`config.mk`:
```
export PLATFORM = sky130hd
export DESIGN_NAME = phase_sequencer
export DESIGN_NICKNAME = d
export VERILOG_FILES = /design/src/rtl/phase_sequencer_pkg.sv /design/src/rtl/phase_sequencer_edge_detect.sv /design/src/rtl/phase_sequencer.sv
export SDC_FILE = /design/constraint.sdc
export NUM_CORES = 1
export LEC_CHECK = 0
export ABC_AREA = 1
export ABC_CLOCK_PERIOD_IN_PS = 1400
export BUFFER_PORTS_ARGS = -buffer_cell sky130_fd_sc_hd__buf_2
export CORE_UTILIZATION = 45
export DETAILED_ROUTE_END_ITERATION = 6
export PLACE_DENSITY = 0.69
export SLEW_MARGIN = 20
export SYNTH_ARGS = -nofsm -noshare
export SYNTH_HDL_FRONTEND = slang
export SYNTH_SLANG_ARGS = --single-unit
export TNS_END_PERCENT = 5
```
`constraint.sdc`:
```
create_clock -name clock -period 1.4 [get_ports clock]
set_input_delay 0.14 -clock clock [delete_from_list [all_inputs] [get_ports clock]]
set_output_delay 0.14 -clock clock [all_outputs]
set_load 0.1 [all_outputs]
```
`src/rtl/phase_sequencer_pkg.sv`:
```
// Shared definitions for the phase sequencer: mode encoding and one-hot phase helpers.
package phase_sequencer_pkg;

    typedef enum logic [1:0] {
        MODE_IDLE   = 2'd0,
        MODE_RUN    = 2'd1,
        MODE_STEP_P = 2'd2,
        MODE_STEP_I = 2'd3
    } mode_e;

    localparam int unsigned PHASE_FETCH = 0;
    // Widest phase vector the helper can describe; callers cast down to PHASES bits.
    localparam int unsigned PHASE_MAX   = 64;

    function automatic logic [PHASE_MAX-1:0] phase_onehot(input int unsigned phases,
                                                          input int unsigned k);
        return PHASE_MAX'(1) << (k % phases);
    endfunction

endpackage

```
`src/rtl/phase_sequencer_edge_detect.sv`:
```
// Rising-edge detector: registered previous level, pulse_c = level & ~previous.
module edge_detect (
    input  logic clock,
    input  logic reset,
    input  logic level,
    output logic pulse_c
);

    logic prev;

    always_ff @(posedge clock or negedge reset) begin
        if (!reset) begin
            prev <= 1'b0;
        end else begin
            prev <= level;
        end
    end

    assign pulse_c = level & ~prev;

endmodule

```
`src/rtl/phase_sequencer.sv`:
```
// One-hot phase generator with run/step modes, stall handshake, halt, stall timeout
// and a completed-instruction counter.
module phase_sequencer
    import phase_sequencer_pkg::*;
#(
    parameter int unsigned PHASES   = 4,
    parameter int unsigned WAIT_MAX = 15,
    parameter int unsigned CNT_W    = 32
) (
    input  logic              clock,
    input  logic              reset,
    input  logic              run,
    input  logic              step_phase,
    input  logic              step_inst,
    input  logic              stall,
    input  logic              halt,
    output logic [PHASES-1:0] cstate,
    output logic              running,
    output logic              inst_done,
    output logic              timeout,
    output logic [CNT_W-1:0]  icount
);

    localparam int unsigned SC_W = $clog2(WAIT_MAX + 1);
    localparam logic [PHASES-1:0] FETCH_ONEHOT = PHASES'(phase_onehot(PHASES, PHASE_FETCH));
    localparam logic [PHASES-1:0] LAST_ONEHOT  = PHASES'(phase_onehot(PHASES, PHASES - 1));

    mode_e             mode_q, mode_d;
    logic [SC_W-1:0]   stall_cnt_q, stall_cnt_d;
    logic              run_block_q, run_block_d;
    logic [PHASES-1:0] cstate_d;
    logic              running_d, inst_done_d, timeout_d;
    logic [CNT_W-1:0]  icount_d;
    logic              sp_edge_c, si_edge_c;

    edge_detect u_step_phase_edge (
        .clock   (clock),
        .reset   (reset),
        .level   (step_phase),
        .pulse_c (sp_edge_c)
    );

    edge_detect u_step_inst_edge (
        .clock   (clock),
        .reset   (reset),
        .level   (step_inst),
        .pulse_c (si_edge_c)
    );

    always_ff @(posedge clock or negedge reset) begin
        if (!reset) begin
            mode_q      <= MODE_IDLE;
            stall_cnt_q <= '0;
            run_block_q <= 1'b0;
            cstate      <= FETCH_ONEHOT;
            running     <= 1'b0;
            inst_done   <= 1'b0;
            timeout     <= 1'b0;
            icount      <= '0;
        end else begin
            mode_q      <= mode_d;
            stall_cnt_q <= stall_cnt_d;
            run_block_q <= run_block_d;
            cstate      <= cstate_d;
            running     <= running_d;
            inst_done   <= inst_done_d;
            timeout     <= timeout_d;
            icount      <= icount_d;
        end
    end

    // Mode transitions, phase rotation, stall accounting and completion bookkeeping.
    always_comb begin
        mode_d      = mode_q;
        stall_cnt_d = stall_cnt_q;
        run_block_d = run_block_q;
        cstate_d    = cstate;
        inst_done_d = 1'b0;
        timeout_d   = timeout;
        icount_d    = icount;

        // After a halt, run must be seen low once before RUN can be re-entered.
        if (!run) begin
            run_block_d = 1'b0;
        end

        case (mode_q)
            MODE_IDLE: begin
                stall_cnt_d = '0;
                if (!timeout) begin
                    if (run && !run_block_q) begin
                        mode_d = MODE_RUN;
                    end else if (si_edge_c) begin
                        mode_d = MODE_STEP_I;
                    end else if (sp_edge_c) begin
                        mode_d = MODE_STEP_P;
                    end
                end
            end
            default: begin
                if (stall) begin
                    if (stall_cnt_q == SC_W'(WAIT_MAX)) begin
                        timeout_d = 1'b1;
                        mode_d    = MODE_IDLE;
                    end else begin
                        stall_cnt_d = stall_cnt_q + SC_W'(1);
                    end
                end else begin
                    stall_cnt_d = '0;
                    cstate_d    = {cstate[PHASES-2:0], cstate[PHASES-1]};
                    if (cstate == LAST_ONEHOT) begin
                        icount_d    = icount + CNT_W'(1);
                        inst_done_d = 1'b1;
                        if (halt) begin
                            mode_d      = MODE_IDLE;
                            run_block_d = 1'b1;
                        end else if (!(mode_q == MODE_RUN && run)) begin
                            mode_d = MODE_IDLE;
                        end
                    end else if (mode_q == MODE_STEP_P) begin
                        mode_d = MODE_IDLE;
                    end
                end
            end
        endcase

        running_d = (mode_d != MODE_IDLE);
    end

endmodule

```
==> results of run 1 <==
==> final timing paths <==
check                      startpoint              to  slack (ns)  cells past startpoint
max                         cstate[2]      icount[12]       -0.17                      7
min                              halt     run_block_q        0.08                      2
max reg2reg                 cstate[2]      icount[12]       -0.17                      7
min reg2reg                 icount[9]       icount[9]        0.49                      1
max in group asynchronous       reset       cstate[0]        0.79                      3
min in group asynchronous       reset  stall_cnt_q[1]        0.34                      3
==> cell usage after synthesis, types with 2 or more instances <==
| master | number |
|---|---|
| nand2_1 | 97 |
| dfrtp_1 | 47 |
| nor2_1 | 40 |
| inv_1 | 36 |
| nand3_1 | 19 |
| xor2_1 | 10 |
| o21ai_0 | 9 |
| nand4_1 | 8 |
| nand3b_1 | 6 |
| xnor2_1 | 6 |
| nor2_4 | 5 |
| nor3_1 | 5 |
| a21oi_1 | 4 |
| nand2_2 | 3 |
| nor2_8 | 3 |
| ha_1 | 2 |
| nand2_4 | 2 |
| nand3_2 | 2 |
| nor2_2 | 2 |
==> timing repair <==
item                       in CTS  in global routing
setup buffers                   3                  3
gates resized for setup        16                 25
setup endpoints to repair      24                 34
hold buffers                    3                  0
cloned                          2                  0
hold endpoints to repair       49                  0
pin swaps                      10                 11
==> sequential cells by signal (all words and copies together) (netlist names) <==
name,flops
icount,32
cstate,4
stall_cnt_q,4
mode_q,2
inst_done,1
run_block_q,1
running,1
timeout,1
u_step_inst_edge.prev,1
u_step_phase_edge.prev,1
==> layer usage <==
| metal | global-route usage (%) | part of all wire [%] | vias up |
|---|---|---|---|
| li1 | - | - | 1161 |
| met1 | 30.1 | 46 | 1107 |
| met2 | 34.4 | 47 | 57 |
| met3 | 4.71 | 5.6 | 8 |
| met4 | 7.36 | 1.6 | 0 |
| met5 | 0 | 0 | - |
==> cells by family (layout without fill, tap and decap cells) <==
logic type | after synthesis | in the layout | share of synthesized area, %
simple gates | 196 | 198 | 37.6
fa+ha+maj | 2 | 2 | 0.977
flops | 48 | 48 | 47.0
xor+xnor | 16 | 16 | 5.47
buf+inv | 36 | 117 | 5.28
compound gates | 17 | 17 | 3.71
==> area by class of cell <==
class / count / area [um2] / share of cell area (%)
well taps: 72 / 90.1 / 2.62
clock buffers: 7 / 76.3 / 2.22
clock inverters: 1 / 5.00 / 0.145
flip-flops and latches: 48 / 1250 / 36.4
inverters: 36 / 140 / 4.07
repair buffers: 73 / 529 / 15.4
multi-input cells: 233 / 1350 / 39.2
==> power by group through the flow <==
stage	combinational (mW)	clock (mW)	sequential [mW]
2_1_floorplan	0.516	0	2.54
3_3_place_gp	1.82	0	1.78
3_5_place_dp	1.83	0	1.78
4_1_cts	1.97	0.826	1.76
5_1_grt	2.20	0.865	1.80
6_report	2.06	0.803	1.78
==> worst reg2reg max path, cell delays in order (launching register included) <==
cell and delay, ns:
dfrtp_4 0.50, inv_4 0.07, nand2_4 0.05, nor2_4 0.20, nand3_4 0.21, nor2_8 0.23
buf_4 0.14, xor2_1 0.11
==> through the flow <==
step / util [%] / hold slack [ns]
finish: 62.6 / 0.0822
global route: 62.6 / 0.0908
CTS: 60.6 / 0.0766
detailed placement: 57.0 / 0.145
global placement: 57.0 / 0.143
floorplan: - / -0.156
==> impl_metrics.xml, run 1 <==
<?xml version="1.0" encoding="UTF-8"?>
<metrics>
  <group name="clocking">
    <metric name="worst_path_clk_slew" unit="ns">0.09</metric>
    <metric name="clock_tree_from_tritoncts" unit="">yes</metric>
    <metric name="insertion_delay" unit="ns">0.30</metric>
    <metric name="cts_htree_levels" unit="">2</metric>
    <metric name="cts.path.max_buffers" unit="">2</metric>
    <metric name="cts-buffers-inserted" unit="">5</metric>
    <metric name="tritoncts_num_sinks" unit="">48</metric>
    <metric name="ctsRootBufferMaster" unit="">clkbuf_8</metric>
  </group>
  <group name="worst_setup_path">
    <metric name="crit_path_end_kind" unit="">flip-flop</metric>
    <metric name="required" unit="ns">1.63</metric>
    <metric name="path_max_fanout" unit="">7</metric>
    <metric name="critPathMaxStageDelay" unit="ns">0.50</metric>
    <metric name="timing.critical_path.cells" unit="">inv_4 -&gt; nand2_4 -&gt; nor2_4 -&gt; nand3_4 -&gt; nor2_8 -&gt; buf_4 -&gt; xor2_1</metric>
    <metric name="critPathLaunchType" unit="">flip-flop</metric>
    <metric name="worst-endpoint-arrival" unit="ns">1.80</metric>
    <metric name="cp_slowest_cell" unit="">dfrtp_4</metric>
    <metric name="path_buf_inv" unit="">2</metric>
    <metric name="setup.worst_path.class" unit="">reg -&gt; reg</metric>
    <metric name="critical_path.top_delay_family" unit="">simple AND/OR/NAND/NOR gates</metric>
  </group>
  <group name="synth">
    <metric name="synth.area.top_cells" unit="">dfrtp_1, nand2_1, nor2_1</metric>
    <metric name="synth-seq-area-share" unit="%">47.0</metric>
    <metric name="area_fraction_of_the_dominant_cell_type_after_synthesis" unit="%">45.9</metric>
    <metric name="syn-cell-area" unit="mm2">0.00256</metric>
    <metric name="ys.flop_type" unit="">dfrtp_1</metric>
    <metric name="synth_async_sr_flop_share" unit="%">100</metric>
    <metric name="yosysWarningCount" unit="">0</metric>
    <metric name="synth_enable_flop_cells" unit="">0</metric>
    <metric name="syn-num-nets" unit="">324</metric>
    <metric name="synth.avg_cell_area" unit="um2">8.13</metric>
    <metric name="yosys.cell_types.count" unit="">28</metric>
    <metric name="syn_inst_count" unit="">315</metric>
    <metric name="synth_area_leader_cell" unit="">dfrtp_1</metric>
    <metric name="register_bit_total_from_synthesis" unit="">48</metric>
  </group>
  <group name="timing">
    <metric name="totalNegativeSetupSlack" unit="ns">-1.92</metric>
    <metric name="setup_ws" unit="ns">-0.175</metric>
    <metric name="number_of_setup_violations_in_the_final_report" unit="">25</metric>
    <metric name="finalHoldViolations" unit="">0</metric>
    <metric name="timing.final.max_slew_violations" unit="">0</metric>
    <metric name="relSlewSlack" unit="%">62.9</metric>
    <metric name="worstMarginPinSlew" unit="ns">0.552</metric>
    <metric name="max_freq" unit="MHz">635</metric>
    <metric name="post_route_clock_period_utilization" unit="%">112</metric>
    <metric name="rsz0062_at_grt" unit="">yes</metric>
    <metric name="shortest_clock_period_the_worst_path_allows_after_layout" unit="ns">1.57</metric>
    <metric name="fin_worst_skew" unit="ns">0.00546</metric>
  </group>
  <group name="place">
    <metric name="place_ws" unit="ns">-0.159</metric>
    <metric name="place.gp.congestion" unit="">0.807</metric>
    <metric name="placement.io_buffers" unit="">45</metric>
    <metric name="dpl.cell_count" unit="">451</metric>
    <metric name="placement.cell_area" unit="mm2">0.00314</metric>
    <metric name="dp.final_hpwl" unit="mm">4.34</metric>
  </group>
  <group name="drt">
    <metric name="remaining_drc_errors" unit="">0</metric>
    <metric name="route.antenna.remaining_nets" unit="">0</metric>
    <metric name="wl_per_cell" unit="um">13.0</metric>
    <metric name="dr_total_vias" unit="">2333</metric>
    <metric name="route.detailed.vias_per_inst" unit="">4.96</metric>
    <metric name="initialDrtViolationCount" unit="">114</metric>
    <metric name="drt_pass1_iterations" unit="">4</metric>
    <metric name="postRouteWirelength" unit="mm">6.13</metric>
  </group>
  <group name="pwr">
    <metric name="power.share.clock" unit="%">17.3</metric>
    <metric name="vdd_ir_drop_max" unit="mV">1.09</metric>
    <metric name="power_share_of_the_sequential_group" unit="%">38.3</metric>
    <metric name="total_switching_power" unit="mW">2.03</metric>
    <metric name="leakagePower" unit="nW">1.68</metric>
    <metric name="design_power_total" unit="mW">4.64</metric>
    <metric name="p_int" unit="mW">2.61</metric>
    <metric name="power_frac_comb" unit="%">44.3</metric>
    <metric name="sw_ratio" unit="%">43.8</metric>
    <metric name="total_power_divided_by_cell_area" unit="mW/mm2">1350</metric>
  </group>
  <group name="final_layout">
    <metric name="commonest_cells_after_routing_fill_and_taps_aside" unit="">nand2_1, buf_2, inv_1</metric>
    <metric name="layout_commonest_cell" unit="">nand2_1</metric>
    <metric name="n_antenna_cell" unit="">0</metric>
    <metric name="fraction_of_final_layout_cells_with_drive_strength_greater_than_1" unit="%">39.4</metric>
    <metric name="fillCellCount" unit="">460</metric>
    <metric name="area_growth_syn_to_layout" unit="%">34.6</metric>
    <metric name="layoutNonFillerInstCount" unit="">470</metric>
    <metric name="num-nets-final" unit="">406</metric>
    <metric name="finish.instance_area" unit="mm2">0.00344</metric>
  </group>
  <group name="floorplanning">
    <metric name="floorplan.core_area" unit="mm2">0.00551</metric>
    <metric name="fp.dieArea" unit="mm2">0.00599</metric>
    <metric name="die_width" unit="um">77.4</metric>
    <metric name="chipHeight" unit="um">77.4</metric>
    <metric name="placementRows" unit="">27</metric>
    <metric name="num_io_pins" unit="">46</metric>
    <metric name="initial_utilization" unit="%">46.5</metric>
  </group>
  <group name="min_path">
    <metric name="hold_crit_class" unit="">in -&gt; reg</metric>
  </group>
  <group name="outcome">
    <metric name="violations" unit="">negative setup slack</metric>
    <metric name="status" unit="">finished, violations left</metric>
  </group>
  <group name="job">
    <metric name="drv.max_cap_violation_count" unit="">0</metric>
  </group>
  <group name="grt">
    <metric name="overflow" unit="">0</metric>
    <metric name="antenna_found_initial" unit="">0</metric>
    <metric name="largest_net_degree_at_the_start_of_global_routing" unit="">49</metric>
    <metric name="gr-usage-all-layers" unit="%">21.9</metric>
    <metric name="first_global_vias" unit="">2243</metric>
    <metric name="grt_pass1_wl" unit="mm">10.4</metric>
  </group>
</metrics>
No activity file was read; power rests on OpenSTA's default activity.
==> run 2, diff against run 1 <==
- CORE_UTILIZATION: 45 -> 24
- PLACE_DENSITY: 0.69 -> 0.42
==> run 2 against run 1 <==
Die area increased by 85%. First-iteration DRC count decreased by 6.1%. Hold slack got worse by 0.013 ns. Critical path type unchanged. Flip-flop and latch count unchanged. Global-route usage decreased by 8.9 points. The flow still finishes with violations (negative setup slack). Critical path depth increased by 2.
==> impl_metrics.xml, run 2 (same netlist as run 1, synthesis figures left out) <==
<?xml version="1.0" encoding="UTF-8"?>
<metrics>
  <group name="outcome">
    <metric name="status" unit="">finished, violations left</metric>
    <metric name="violations" unit="">negative setup slack</metric>
  </group>
  <group name="grt">
    <metric name="met3_usage" unit="%">2.10</metric>
    <metric name="grt.busiest_layer" unit="">met2</metric>
    <metric name="gr-usage-all-layers" unit="%">13.0</metric>
    <metric name="use_met2" unit="%">20.0</metric>
    <metric name="antenna_found_initial" unit="">0</metric>
    <metric name="grt_pass1_wl" unit="mm">11.2</metric>
    <metric name="groute.layer.met1.usage" unit="%">18.5</metric>
    <metric name="largest_net_degree_at_the_start_of_global_routing" unit="">49</metric>
    <metric name="first_global_vias" unit="">2194</metric>
    <metric name="overflow" unit="">0</metric>
  </group>
  <group name="final_layout">
    <metric name="layout_commonest_cell" unit="">nand2_1</metric>
    <metric name="finish.instance_area" unit="mm2">0.00367</metric>
    <metric name="fillCellCount" unit="">1075</metric>
    <metric name="fraction_of_final_layout_cells_with_drive_strength_greater_than_1" unit="%">41.3</metric>
    <metric name="largest_reg_flops" unit="">32</metric>
    <metric name="multiInputGateArea" unit="mm2">0.00133</metric>
    <metric name="largest_register" unit="">icount</metric>
    <metric name="commonest_cells_after_routing_fill_and_taps_aside" unit="">nand2_1, buf_4, inv_1</metric>
    <metric name="n_antenna_cell" unit="">0</metric>
    <metric name="num-nets-final" unit="">422</metric>
    <metric name="area_growth_syn_to_layout" unit="%">43.3</metric>
    <metric name="seqCellArea" unit="mm2">0.00125</metric>
    <metric name="biggestRegsByFlops" unit="">icount: 32 flops, cstate: 4 flops, stall_cnt_q: 4 flops</metric>
  </group>
  <group name="worst_setup_path">
    <metric name="critPathMaxStageDelay" unit="ns">0.50</metric>
    <metric name="critPathLaunchType" unit="">flip-flop</metric>
    <metric name="cp_slowest_cell" unit="">dfrtp_4</metric>
    <metric name="critical_path.top_delay_family" unit="">simple AND/OR/NAND/NOR gates</metric>
    <metric name="path_max_fanout" unit="">4</metric>
    <metric name="setup.worst_path.class" unit="">reg -&gt; reg</metric>
    <metric name="timing.critical_path.cells" unit="">inv_4 -&gt; nand2_2 -&gt; nor2_4 -&gt; buf_4 -&gt; nand2_4 -&gt; nor2_4 -&gt; nand2_2 -&gt; o21ai_1 -&gt; nand2_1</metric>
    <metric name="path_buf_inv" unit="">2</metric>
    <metric name="worst-endpoint-arrival" unit="ns">1.72</metric>
    <metric name="required" unit="ns">1.60</metric>
    <metric name="crit_path_end_kind" unit="">flip-flop</metric>
  </group>
  <group name="floorplanning">
    <metric name="fp.dieArea" unit="mm2">0.0111</metric>
    <metric name="die_width" unit="um">105</metric>
    <metric name="chipHeight" unit="um">105</metric>
    <metric name="placementRows" unit="">37</metric>
    <metric name="floorplan.core_area" unit="mm2">0.0103</metric>
    <metric name="num_io_pins" unit="">46</metric>
    <metric name="initial_utilization" unit="%">24.8</metric>
  </group>
  <group name="clocking">
    <metric name="tritoncts_num_sinks" unit="">48</metric>
    <metric name="cts.path.max_buffers" unit="">2</metric>
    <metric name="cts-buffers-inserted" unit="">5</metric>
    <metric name="insertion_delay" unit="ns">0.31</metric>
    <metric name="ctsRootBufferMaster" unit="">clkbuf_8</metric>
    <metric name="cts_htree_levels" unit="">2</metric>
    <metric name="clock_tree_from_tritoncts" unit="">yes</metric>
    <metric name="worst_path_clk_slew" unit="ns">0.10</metric>
  </group>
  <group name="timing">
    <metric name="worstMarginPinSlew" unit="ns">0.498</metric>
    <metric name="totalNegativeSetupSlack" unit="ns">-1.39</metric>
    <metric name="post_route_clock_period_utilization" unit="%">109</metric>
    <metric name="rsz0062_at_grt" unit="">yes</metric>
    <metric name="setup_ws" unit="ns">-0.129</metric>
    <metric name="fin_hold_ws" unit="ns">0.0693</metric>
    <metric name="shortest_clock_period_the_worst_path_allows_after_layout" unit="ns">1.53</metric>
    <metric name="number_of_setup_violations_in_the_final_report" unit="">22</metric>
    <metric name="timing.final.max_slew_violations" unit="">0</metric>
    <metric name="max_freq" unit="MHz">654</metric>
    <metric name="finalHoldViolations" unit="">0</metric>
    <metric name="fin_worst_skew" unit="ns">0.00895</metric>
    <metric name="relSlewSlack" unit="%">67.1</metric>
  </group>
  <group name="pwr">
    <metric name="design_power_total" unit="mW">4.86</metric>
    <metric name="p_int" unit="mW">2.80</metric>
    <metric name="sw_ratio" unit="%">42.4</metric>
    <metric name="power_share_of_the_sequential_group" unit="%">35.9</metric>
    <metric name="vdd_ir_drop_max" unit="mV">1.02</metric>
    <metric name="leakagePower" unit="nW">1.78</metric>
    <metric name="total_switching_power" unit="mW">2.06</metric>
    <metric name="power_frac_comb" unit="%">42.3</metric>
    <metric name="total_power_divided_by_cell_area" unit="mW/mm2">1320</metric>
    <metric name="power.share.clock" unit="%">21.7</metric>
  </group>
  <group name="drt">
    <metric name="route.antenna.remaining_nets" unit="">0</metric>
    <metric name="postRouteWirelength" unit="mm">6.77</metric>
    <metric name="dr_total_vias" unit="">2332</metric>
    <metric name="initialDrtViolationCount" unit="">107</metric>
    <metric name="drt_pass1_iterations" unit="">4</metric>
    <metric name="remaining_drc_errors" unit="">0</metric>
    <metric name="route.detailed.vias_per_inst" unit="">4.24</metric>
    <metric name="wl_per_cell" unit="um">12.3</metric>
  </group>
  <group name="place">
    <metric name="placement.io_buffers" unit="">45</metric>
    <metric name="place.gp.congestion" unit="">0.788</metric>
    <metric name="placement.cell_area" unit="mm2">0.00338</metric>
    <metric name="dp.final_hpwl" unit="mm">5.11</metric>
  </group>
  <group name="job">
    <metric name="drv.max_cap_violation_count" unit="">0</metric>
  </group>
  <group name="min_path">
    <metric name="hold_crit_class" unit="">in -&gt; reg</metric>
  </group>
</metrics>
[run 2: cell types whose count changed in the layout (fill, tap and decap cells not counted), moves of 2 or more]
cell | before | now
buf_6 | 5 | 0
clkbuf_1 | 2 | 0
buf_2 | 41 | 33
buf_4 | 19 | 46
clkbuf_4 | 0 | 3
[run 2: layout make-up]
| cell class | instances | share of cell area, % |
|---|---|---|
| multi-input cells | 232 | 36.2 |
| clock inverters | 3 | 1.26 |
| well taps | 136 | 4.64 |
| inverters | 36 | 3.75 |
| flip-flops and latches | 48 | 34.2 |
| clock buffers | 5 | 1.88 |
| repair buffers | 90 | 18.1 |
[run 2: stage by stage]
stage | setup WS, ns | util [%] | std cells
6_report | -0.129 | 35.5 | 550
5_1_grt | -0.213 | 35.5 | 550
4_1_cts | -0.0869 | 34.5 | 546
3_5_place_dp | -0.103 | 32.7 | 534
3_3_place_gp | -0.0838 | 32.7 | 534
2_1_floorplan | -0.252 | - | 315
[run 2: final timing paths]
kind                       startpoint           to  slack (ns)  depth (start not counted)
max                         cstate[2]   icount[23]       -0.13                          9
min                              halt  run_block_q        0.07                          2
max reg2reg                 cstate[2]   icount[23]       -0.13                          9
min reg2reg                icount[11]   icount[11]        0.50                          1
max in group asynchronous       reset   icount[26]        0.80                          3
min in group asynchronous       reset    icount[2]        0.33                          3
[run 2: metal layers]
metal	vias to the layer above	wire, um
li1	1200	-
met4	0	98
met2	32	3120
met3	6	198
met1	1094	3350
met5	-	0
[run 2: power by group through the flow]
| stage | Clock [mW] | Sequential, mW | Combinational [mW] |
|---|---|---|---|
| global route | 1.15 | 1.77 | 2.21 |
| floorplan | 0 | 2.54 | 0.516 |
| finish | 1.06 | 1.75 | 2.06 |
| detailed placement | 0 | 1.77 | 1.94 |
| CTS | 1.11 | 1.75 | 1.99 |
| global placement | 0 | 1.78 | 1.93 |
[run 2: what timing repair did]
item,CTS,global route
cloned,1,0
hold buffers,3,0
endpoints found under the hold margin,49,0
resized for setup,13,22
pin swaps,5,11
endpoints found under the setup margin,34,37
buffers inserted,0,4
==> run 3, diff against run 2 <==
- CORE_UTILIZATION: 24 -> 45
- PLACE_DENSITY: 0.42 -> 0.69
- RECOVER_POWER: default -> 100
==> run 3 against run 2 <==
Sequential power is essentially flat. The run still ends with negative setup slack left. Combinational power shrank 4%. Hold slack gained 0.013 ns. Via count is essentially flat. Register-to-register slack lost 0.04 ns. Fmax shrank 2.7%. Wire length shrank 9.4%. Global-route usage grew 8.9 points. Clock skew shrank 0.0050 ns.
==> impl_metrics.xml, run 3 (same netlist as run 1, synthesis figures left out) <==
<?xml version="1.0" encoding="UTF-8"?>
<metrics>
  <group name="job">
    <metric name="drv.max_cap_violation_count" unit="">0</metric>
  </group>
  <group name="drt">
    <metric name="postRouteWirelength" unit="mm">6.13</metric>
    <metric name="remaining_drc_errors" unit="">0</metric>
    <metric name="route.antenna.remaining_nets" unit="">0</metric>
    <metric name="route.detailed.vias_per_inst" unit="">4.96</metric>
    <metric name="wl_per_cell" unit="um">13.0</metric>
    <metric name="dr_total_vias" unit="">2331</metric>
    <metric name="drt_pass1_iterations" unit="">4</metric>
    <metric name="initialDrtViolationCount" unit="">123</metric>
  </group>
  <group name="timing">
    <metric name="number_of_setup_violations_in_the_final_report" unit="">27</metric>
    <metric name="relSlewSlack" unit="%">56.5</metric>
    <metric name="shortest_clock_period_the_worst_path_allows_after_layout" unit="ns">1.57</metric>
    <metric name="setup_ws" unit="ns">-0.171</metric>
    <metric name="post_route_clock_period_utilization" unit="%">112</metric>
    <metric name="worstMarginPinSlew" unit="ns">0.653</metric>
    <metric name="fin_hold_ws" unit="ns">0.0821</metric>
    <metric name="finalHoldViolations" unit="">0</metric>
    <metric name="timing.final.max_slew_violations" unit="">0</metric>
    <metric name="max_freq" unit="MHz">636</metric>
    <metric name="rsz0062_at_grt" unit="">yes</metric>
    <metric name="fin_worst_skew" unit="ns">0.00400</metric>
  </group>
  <group name="place">
    <metric name="dp.final_hpwl" unit="mm">4.34</metric>
    <metric name="placement.io_buffers" unit="">45</metric>
    <metric name="placement.cell_area" unit="mm2">0.00314</metric>
    <metric name="place.gp.congestion" unit="">0.807</metric>
    <metric name="dpl.cell_count" unit="">451</metric>
  </group>
  <group name="clocking">
    <metric name="clock_tree_from_tritoncts" unit="">yes</metric>
    <metric name="insertion_delay" unit="ns">0.30</metric>
    <metric name="cts.path.max_buffers" unit="">2</metric>
    <metric name="cts_htree_levels" unit="">2</metric>
    <metric name="cts-buffers-inserted" unit="">5</metric>
    <metric name="tritoncts_num_sinks" unit="">48</metric>
    <metric name="worst_path_clk_slew" unit="ns">0.08</metric>
    <metric name="ctsRootBufferMaster" unit="">clkbuf_8</metric>
  </group>
  <group name="final_layout">
    <metric name="largest_reg_flops" unit="">32</metric>
    <metric name="finish.instance_area" unit="mm2">0.00340</metric>
    <metric name="layoutNonFillerInstCount" unit="">470</metric>
    <metric name="largest_register" unit="">icount</metric>
    <metric name="n_antenna_cell" unit="">0</metric>
    <metric name="area_growth_syn_to_layout" unit="%">32.7</metric>
    <metric name="layout_commonest_cell" unit="">nand2_1</metric>
    <metric name="biggestRegsByFlops" unit="">icount: 32 flops, cstate: 4 flops, stall_cnt_q: 4 flops</metric>
    <metric name="num-nets-final" unit="">406</metric>
    <metric name="commonest_cells_after_routing_fill_and_taps_aside" unit="">nand2_1, inv_1, nor2_1, dfrtp_2, buf_2</metric>
    <metric name="fraction_of_final_layout_cells_with_drive_strength_greater_than_1" unit="%">38.2</metric>
  </group>
  <group name="worst_setup_path">
    <metric name="critPathLaunchType" unit="">flip-flop</metric>
    <metric name="crit_path_end_kind" unit="">flip-flop</metric>
    <metric name="critPathMaxStageDelay" unit="ns">0.50</metric>
    <metric name="required" unit="ns">1.63</metric>
    <metric name="cp_slowest_cell" unit="">dfrtp_4</metric>
    <metric name="timing.reg2reg.worst_path_depth" unit="">7</metric>
    <metric name="path_max_fanout" unit="">7</metric>
    <metric name="worst-endpoint-arrival" unit="ns">1.80</metric>
    <metric name="timing.critical_path.cells" unit="">inv_4 -&gt; nand2_4 -&gt; nor2_4 -&gt; nand3_4 -&gt; nor2_8 -&gt; buf_4 -&gt; xor2_1</metric>
    <metric name="setup.worst_path.class" unit="">reg -&gt; reg</metric>
  </group>
  <group name="pwr">
    <metric name="power.share.clock" unit="%">17.6</metric>
    <metric name="total_switching_power" unit="mW">2.01</metric>
    <metric name="sw_ratio" unit="%">44.1</metric>
    <metric name="leakagePower" unit="nW">1.65</metric>
    <metric name="vdd_ir_drop_max" unit="mV">1.09</metric>
    <metric name="power_frac_comb" unit="%">43.4</metric>
    <metric name="p_int" unit="mW">2.54</metric>
    <metric name="power_share_of_the_sequential_group" unit="%">39.0</metric>
    <metric name="design_power_total" unit="mW">4.55</metric>
    <metric name="total_power_divided_by_cell_area" unit="mW/mm2">1340</metric>
  </group>
  <group name="floorplanning">
    <metric name="die_width" unit="um">77.4</metric>
    <metric name="num_io_pins" unit="">46</metric>
    <metric name="floorplan.core_area" unit="mm2">0.00551</metric>
    <metric name="placementRows" unit="">27</metric>
    <metric name="initial_utilization" unit="%">46.5</metric>
    <metric name="fp.dieArea" unit="mm2">0.00599</metric>
    <metric name="chipHeight" unit="um">77.4</metric>
  </group>
  <group name="grt">
    <metric name="first_global_vias" unit="">2243</metric>
    <metric name="largest_net_degree_at_the_start_of_global_routing" unit="">49</metric>
    <metric name="antenna_found_initial" unit="">0</metric>
    <metric name="grt_pass1_wl" unit="mm">10.4</metric>
    <metric name="gr-usage-all-layers" unit="%">21.9</metric>
    <metric name="overflow" unit="">0</metric>
  </group>
  <group name="outcome">
    <metric name="status" unit="">finished, violations left</metric>
    <metric name="violations" unit="">negative setup slack</metric>
  </group>
  <group name="min_path">
    <metric name="hold_crit_class" unit="">in -&gt; reg</metric>
    <metric name="whs_path_depth" unit="">2</metric>
  </group>
</metrics>
[run 3: changes by cell type in the layout (fill, tap and decap cells not counted), moves of 2 or more]
cell / delta
buf_4: -28
clkbuf_2: +15
buf_2: -8
buf_6: +7
buf_12: -4
clkbuf_1: +4
clkbuf_4: -2
[run 3: power by group through the flow]
stage | clock [mW] | combinational, mW | sequential (mW)
floorplan | 0 | 0.516 | 2.54
global placement | 0 | 1.82 | 1.78
detailed placement | 0 | 1.83 | 1.78
CTS | 0.826 | 1.97 | 1.76
global route | 0.865 | 2.11 | 1.80
finish | 0.801 | 1.98 | 1.77
[run 3: timing repair]
item	in CTS	in global routing
setup buffers	3	3
gates cloned	2	0
pin swaps	10	11
endpoints found under the setup margin	24	34
hold endpoints to repair	49	0
resized for setup	16	25
hold buffers	3	0
[run 3: worst max-delay path, delay by kind of cell (launching register included)]
family / cells / cell delay [ns]
simple gates: 4 / 0.67
flops: 1 / 0.50
buf+inv: 2 / 0.20
xor+xnor: 1 / 0.11
[run 3: metrics by stage]
stage	setup WS, ns	utilization (%)	TNS, ns
after floorplan	-0.252	-	-6.57
after global placement	-0.0805	57.0	-0.492
after detailed placement	-0.159	57.0	-1.31
after global routing	-0.245	61.7	-4.40
after CTS	-0.123	60.6	-1.41
final	-0.171	61.7	-1.89
[run 3: area by class of cell]
type	instances	area, um2
inverter	36	140
timing repair buffer	73	494
sequential	48	1250
clock buffer	7	76.3
multi-input combinational	233	1340
tap	72	90.1
clock inverter	1	5.00
fill	469	2110
[run 3: final timing paths]
check / from / end / slack [ns]
worst max-delay path: cstate[2] / icount[12] / -0.17
worst min-delay path: halt / run_block_q / 0.08
worst max register to register: cstate[2] / icount[12] / -0.17
worst min register to register: icount[9] / icount[9] / 0.49
max in group asynchronous: reset / icount[0] / 0.40
min in group asynchronous: reset / stall_cnt_q[1] / 0.50
[run 3: layer usage]
layer	wire, um	GRT usage (%)	share of wire [%]
met1	2830	30.1	46
met3	301	4.71	4.9
met4	80	7.36	1.3
met2	2910	34.4	48
met5	0	0	0
